File: config.mk
export PLATFORM = sky130hd
export DESIGN_NAME = ai_compressor_4
export DESIGN_NICKNAME = d
export VERILOG_FILES = /design/src/rtl/ai_comp_pkg.sv /design/src/rtl/ai_recon_4.sv /design/src/rtl/ai_compressor_4.sv
export SDC_FILE = /design/constraint.sdc
export NUM_CORES = 1
export LEC_CHECK = 0
export BUFFER_PORTS_ARGS = -buffer_cell sky130_fd_sc_hd__buf_2
export CAP_MARGIN = 20
export CORE_MARGIN = 2
export CORE_UTILIZATION = 55
export CTS_BUF_LIST = sky130_fd_sc_hd__clkbuf_2 sky130_fd_sc_hd__clkbuf_4 sky130_fd_sc_hd__clkbuf_8
export CTS_CLUSTER_SIZE = 14
export DETAILED_ROUTE_END_ITERATION = 16
export PLACE_DENSITY = 0.73
export SYNTH_ARGS = -nofsm -noshare
export SYNTH_HDL_FRONTEND = slang
export SYNTH_SLANG_ARGS = --single-unit
File: constraint.sdc
create_clock -name clk -period 12.2 [get_ports clk]
set_input_delay 2.44 -clock clk [delete_from_list [all_inputs] [get_ports clk]]
set_output_delay 2.44 -clock clk [all_outputs]
set_load 0.01 [all_outputs]
File: src/rtl/ai_comp_pkg.sv
// ai_comp_pkg: compressed-word field positions, FSM encoding and helpers shared by the 4-sample compressor
package ai_comp_pkg;
    localparam int LAST_HI     = 55;
    localparam int NEXT_LO     = 17;
    localparam int ACT_LO      = 9;
    localparam int SEL_BIT     = 8;
    localparam int LAST_MEM_LO = 1;
    localparam int COMP_LAT    = 5;

    typedef enum logic [1:0] {IDLE, EVAL, CMP, EMIT} state_t;

    function automatic logic [7:0] q(input logic [7:0] x);
        return {x[7:1], 1'b0};
    endfunction

    function automatic logic [7:0] adiff(input logic [7:0] x, input logic [7:0] y);
        return x < y ? y - x : x - y;
    endfunction
endpackage

File: src/rtl/ai_recon_4.sv
// ai_recon_4: decoder-exact reconstruction of four samples from anchors L, A and next value N
module ai_recon_4
    import ai_comp_pkg::*;
(
    input  logic [7:0] i_l,
    input  logic [7:0] i_a,
    input  logic [7:0] i_n,
    input  logic       i_sel,
    output logic [7:0] o_r1,
    output logic [7:0] o_r2,
    output logic [7:0] o_r3,
    output logic [7:0] o_r4
);
    logic       w_neg, w_neg2;
    logic [7:0] w_d, w_d2, w_r2;

    function automatic logic [7:0] step(input logic [7:0] b, input logic [7:0] d, input logic neg);
        return neg ? b - d : b + d;
    endfunction

    assign w_neg  = i_a < i_l;
    assign w_d    = adiff(i_a, i_l);
    assign w_neg2 = i_n < i_a;
    assign w_d2   = adiff(i_n, i_a);
    assign o_r1   = step(i_l, w_d >> 1, w_neg);
    assign w_r2   = step(step(o_r1, w_d >> 2, w_neg), w_d >> 3, w_neg);
    assign o_r2   = i_sel ? w_r2 : i_a;
    assign o_r3   = i_sel ? step(w_r2, w_d >> 4, w_neg) : step(i_a, w_d2 >> 4, w_neg2);
    assign o_r4   = i_sel ? i_a : step(i_a, w_d2 >> 3, w_neg2);
endmodule

File: src/rtl/ai_compressor_4.sv
// ai_compressor_4: per frame, picks the lower-error interpolation mode and packs the compressed word
module ai_compressor_4
    import ai_comp_pkg::*;
(
    input  logic        clk,
    input  logic        rst,
    input  logic        init,
    input  logic        compress,
    input  logic [63:0] data_in,
    input  logic        data_in_rdy,
    output logic        busy,
    output logic [63:0] data_out,
    output logic        data_out_rdy
);
    state_t          r_state, w_next;
    logic [63:0]     r_in, r_frame, w_word;
    logic            r_in_rdy, r_sel;
    logic [7:0]      r_prev, r_l, r_n, w_l, w_n;
    logic [11:0]     w_ext;
    logic [3:0][7:0] w_a, w_rec0, w_rec1, r_rec0, r_rec1;

    function automatic logic [9:0] err4(input logic [3:0][7:0] r, input logic [3:0][7:0] a);
        err4 = '0;
        for (int i = 0; i < 4; i++) err4 = err4 + {2'b0, adiff(r[i], a[i])};
    endfunction

    assign w_a   = r_frame[63:32];
    assign w_l   = q(r_prev);
    assign w_ext = {4'b0, w_a[2]} + (({4'b0, w_a[0]} - {4'b0, w_a[2]}) << 3);
    // signed extrapolation saturates: negative -> 0, above 255 -> 255
    assign w_n   = q(w_ext[11] ? 8'd0 : |w_ext[10:8] ? 8'hff : w_ext[7:0]);
    assign busy  = r_state != IDLE;

    ai_recon_4 u_rec0 (
        .i_l(w_l), .i_a(q(w_a[2])), .i_n(w_n), .i_sel(1'b0),
        .o_r1(w_rec0[3]), .o_r2(w_rec0[2]), .o_r3(w_rec0[1]), .o_r4(w_rec0[0])
    );

    ai_recon_4 u_rec1 (
        .i_l(w_l), .i_a(q(w_a[0])), .i_n(w_n), .i_sel(1'b1),
        .o_r1(w_rec1[3]), .o_r2(w_rec1[2]), .o_r3(w_rec1[1]), .o_r4(w_rec1[0])
    );

    always_comb begin
        w_next = r_state;
        case (r_state)
            IDLE:    if (r_in_rdy && compress) w_next = EVAL;
            EVAL:    w_next = CMP;
            CMP:     w_next = EMIT;
            default: w_next = IDLE;
        endcase
    end

    always_comb begin
        w_word                       = '0;
        w_word[LAST_HI -: 32]        = r_frame[31:0];
        w_word[NEXT_LO +: 7]         = r_sel ? 7'd0 : r_n[7:1];
        w_word[ACT_LO +: 7]          = r_sel ? w_a[0][7:1] : w_a[2][7:1];
        w_word[SEL_BIT]              = r_sel;
        w_word[LAST_MEM_LO +: 7]     = r_l[7:1];
    end

    always_ff @(posedge clk or posedge rst) begin
        if (rst) begin
            r_state      <= IDLE;
            r_in         <= '0;
            r_in_rdy     <= 1'b0;
            r_frame      <= '0;
            r_rec0       <= '0;
            r_rec1       <= '0;
            r_l          <= '0;
            r_n          <= '0;
            r_sel        <= 1'b0;
            r_prev       <= '0;
            data_out     <= '0;
            data_out_rdy <= 1'b0;
        end else begin
            r_state      <= w_next;
            r_in         <= data_in;
            r_in_rdy     <= data_in_rdy;
            data_out_rdy <= r_state == EMIT;
            if (r_state == IDLE && w_next == EVAL) r_frame <= r_in;
            if (r_state == EVAL) begin
                r_rec0 <= w_rec0;
                r_rec1 <= w_rec1;
                r_l    <= w_l;
                r_n    <= w_n;
            end
            if (r_state == CMP) r_sel <= err4(r_rec1, w_a) <= err4(r_rec0, w_a);
            if (init) r_prev <= '0;
            else if (r_state == CMP) r_prev <= w_a[0];
            if (r_state == EMIT) data_out <= w_word;
        end
    end
endmodule

==> run metrics <==
Reg-to-Reg Start r_frame[49]; Final Critical Period between 8000 and 9000 ps; Startpoint Class flip-flop; Area after DPL between 0.02 and 0.025 mm2; highest clock rate 118 MHz; Max Transition Viols Final 0; EDFF count, synth 0; Net count, final between 2,000 and 3,000; Hold Vio Cnt, Final 0; largest family of logic cells by synthesized area adder cells; register area share after synthesis between 30 and 40%; share of cells above drive strength 1 between 10% and 20%; drt drc 0; H-tree depth 2; outcome finished clean; estimated wirelength of the detail-placed design 37,700 um; Final period util 69.2%; Max Buffers Root-to-Sink 3; initial antenna violation count 3; FFs w/ async S/R, synth 100%; mux cell area share after synthesis a little over a tenth; CP peak stage delay ~700 ps; Max-Cap Viols 0; post-CTS sizing 0; latest clock arrival within the worst-skew pair between 600 and 700 ps; total wire length slightly above 50,000 um; Slew @ Worst Pin about 1100 ps; Core Area approximately 0.037 mm2; Clock Sinks 270; Pre-Repair DR Iteration Count 7; Routed WL per cell roughly 19 um; CTS Buf Count between 40 and 50; XOR/XNOR share of the synthesized area under 10%; Starting Density a little under three fifths; vias in the first global route around 15,000; CTS tree yes; Post-Syn Instances 2,016; vias after detailed routing between 10,000 and 15,000; CP Max Fanout 21; final core occ about 62%; CTS Hold Buffers Added 0; GP Congestion between 0.9 and 1; Clock Skew 25.5 ps; post-CTS setup buffer count 0; Crit path required time 12,710 ps; Chip Height around 200 um; Worst Setup End Kind flip-flop; prevailing post-synth register cell dfrtp_1; Setup WS pre-CTS between 3000 and 4000 ps; WP data arrival around 9000 ps; vias per cell between 5 and 6; total global-route track usage between 20 and 30%; simple-gate portion of the synthesized area under 10%; Fill cells around 3,000; synthesis warning total 0; #FFs+latches synth 270; # rows 70; port bufs 124; Synth Cell Area approximately 0.02 mm2; ant diodes 0; Synth cell types 80; Crit-path slowest cell dfrtp_1; post-synthesis compound-gate area fraction between 10% and 20%; Slew HR roughly 29%; largest net degree at the start of global routing between 100 and 150; critical path type flip-flop to flip-flop; Setup Viol. Count Final 0; hold crit path type flip-flop to flip-flop; Finished Cell Area about 0.023 mm2; RSZ-0062 raised after global routing no; number of I/O pins ~140; crit path from r_frame[49]; first-pass GRT wire length 81,500 um; Detail Route Antenna Nets 0; Hold Path Origin r_in[57]; Clock Pin Slew Worst Setup and Hold Paths about 60 ps; setup TNS 0 ps; grt total ovfl 0; worst setup margin around 3800 ps; Synth Area in Adders about 23%; synthesized area per cell slightly above 10 um2; area grow syn2layout 10.7%; DRT iter0 DRCs ~700; CTS root buf clkbuf_8; die area 0.0388 mm2; Die Width 197 um
[metrics by stage]
stage | cells | hold slack, ps
2_1_floorplan | 2025 | 456
3_3_place_gp | 2574 | 457
3_5_place_dp | 2574 | 464
4_1_cts | 2659 | 476
5_1_grt | 2661 | 480
6_report | 2661 | 473
[cell families after synthesis]
family | count (synthesis)
compound gates | 486
xor+xnor | 136
fa+ha+maj | 331
buf+inv | 307
flops | 270
mux | 205
other cells | 1
simple gates | 280
[sequential cells by signal, indices dropped and copies added (netlist names)]
signal,count
r_frame,64
r_in,64
data_out,54
r_rec0,31
r_rec1,31
r_l,7
r_n,7
r_prev,7
r_state,2
data_out_rdy,1
r_in_rdy,1
r_sel,1
[path summary, 6_finish.rpt]
path                          endpoint  slack, ps  cells after the start
max                         r_rec0[15]       3760                     28
min                        r_frame[57]        470                      1
max reg2reg                 r_rec0[15]       3760                     28
min reg2reg                r_frame[57]        470                      1
max in group asynchronous     r_in[57]       8750                      3
min in group asynchronous     r_in[29]       1950                      2
[cells in the final DEF (no fill, tap or decap), types with 10 or more instances in the layout]
master    instances
fa_1             64
mux2i_1          65
a31oi_1          13
dfrtp_1         270
a21oi_1         159
o21a_1           13
a21o_1           58
nor2_1          106
o21ai_0         111
buf_2           124
xnor2_1          97
nor2b_1          38
xor2_1           36
o21bai_1         49
nand2b_1         26
a221oi_1         11
mux2_2          140
inv_1           241
ha_1            265
nand2_1          72
clkbuf_4         11
clkbuf_8         59
conb_1           10
buf_4            21
[cell usage after synthesis (5+ instances only)]
cell type / instances / area share [%]
a211o_1: 5 / 0.21
a211oi_1: 6 / 0.22
a21o_1: 58 / 2.1
a21oi_1: 159 / 3.9
a221o_1: 5 / 0.24
a221oi_1: 11 / 0.47
a31oi_1: 13 / 0.40
buf_4: 10 / 0.37
clkbuf_1: 47 / 0.86
dfrtp_1: 270 / 33
fa_1: 64 / 6.2
ha_1: 267 / 16
inv_1: 242 / 4.4
mux2_2: 140 / 7.7
mux2i_1: 65 / 3.2
nand2_1: 72 / 1.3
nand2b_1: 26 / 0.79
nand3_1: 5 / 0.12
nand3b_1: 9 / 0.33
nor2_1: 106 / 1.9
nor2b_1: 38 / 1.2
o211ai_1: 7 / 0.26
o21a_1: 13 / 0.48
o21ai_0: 111 / 2.7
o21bai_1: 49 / 1.8
or3_1: 5 / 0.15
xnor2_1: 97 / 4.1
xor2_1: 36 / 1.5
[worst max-delay path, delay by kind of cell, from the launching register on]
kind	cells	cell delay, ps
muxes	1	150
DFF	1	700
xor gates and xnor gates	1	450
AOI/OAI and AO/OA	17	3680
and+or+nand+nor	4	1330
adders and majority gates	4	1550
buffers and inverters	1	460
[cell type report]
cell class	count	area [um2]	area share, %
tap	468	586	2.58
timing repair buffer	147	817	3.60
clock inverter	15	130	0.573
clock buffer	70	895	3.94
multi-input combinational	1448	12600	55.5
sequential	270	6760	29.8
inverter	243	920	4.05
[per-layer routing]
layer	wire, um	track usage [%]	up-vias
li1	-	-	7153
met1	22500	35.8	7313
met2	23600	43.9	379
met3	3120	5.36	109
met4	1720	9.83	6
met5	40	0	-
Power is not shown: default switching activity piles up to over one toggle a cycle in this logic, so the estimate is an artifact.
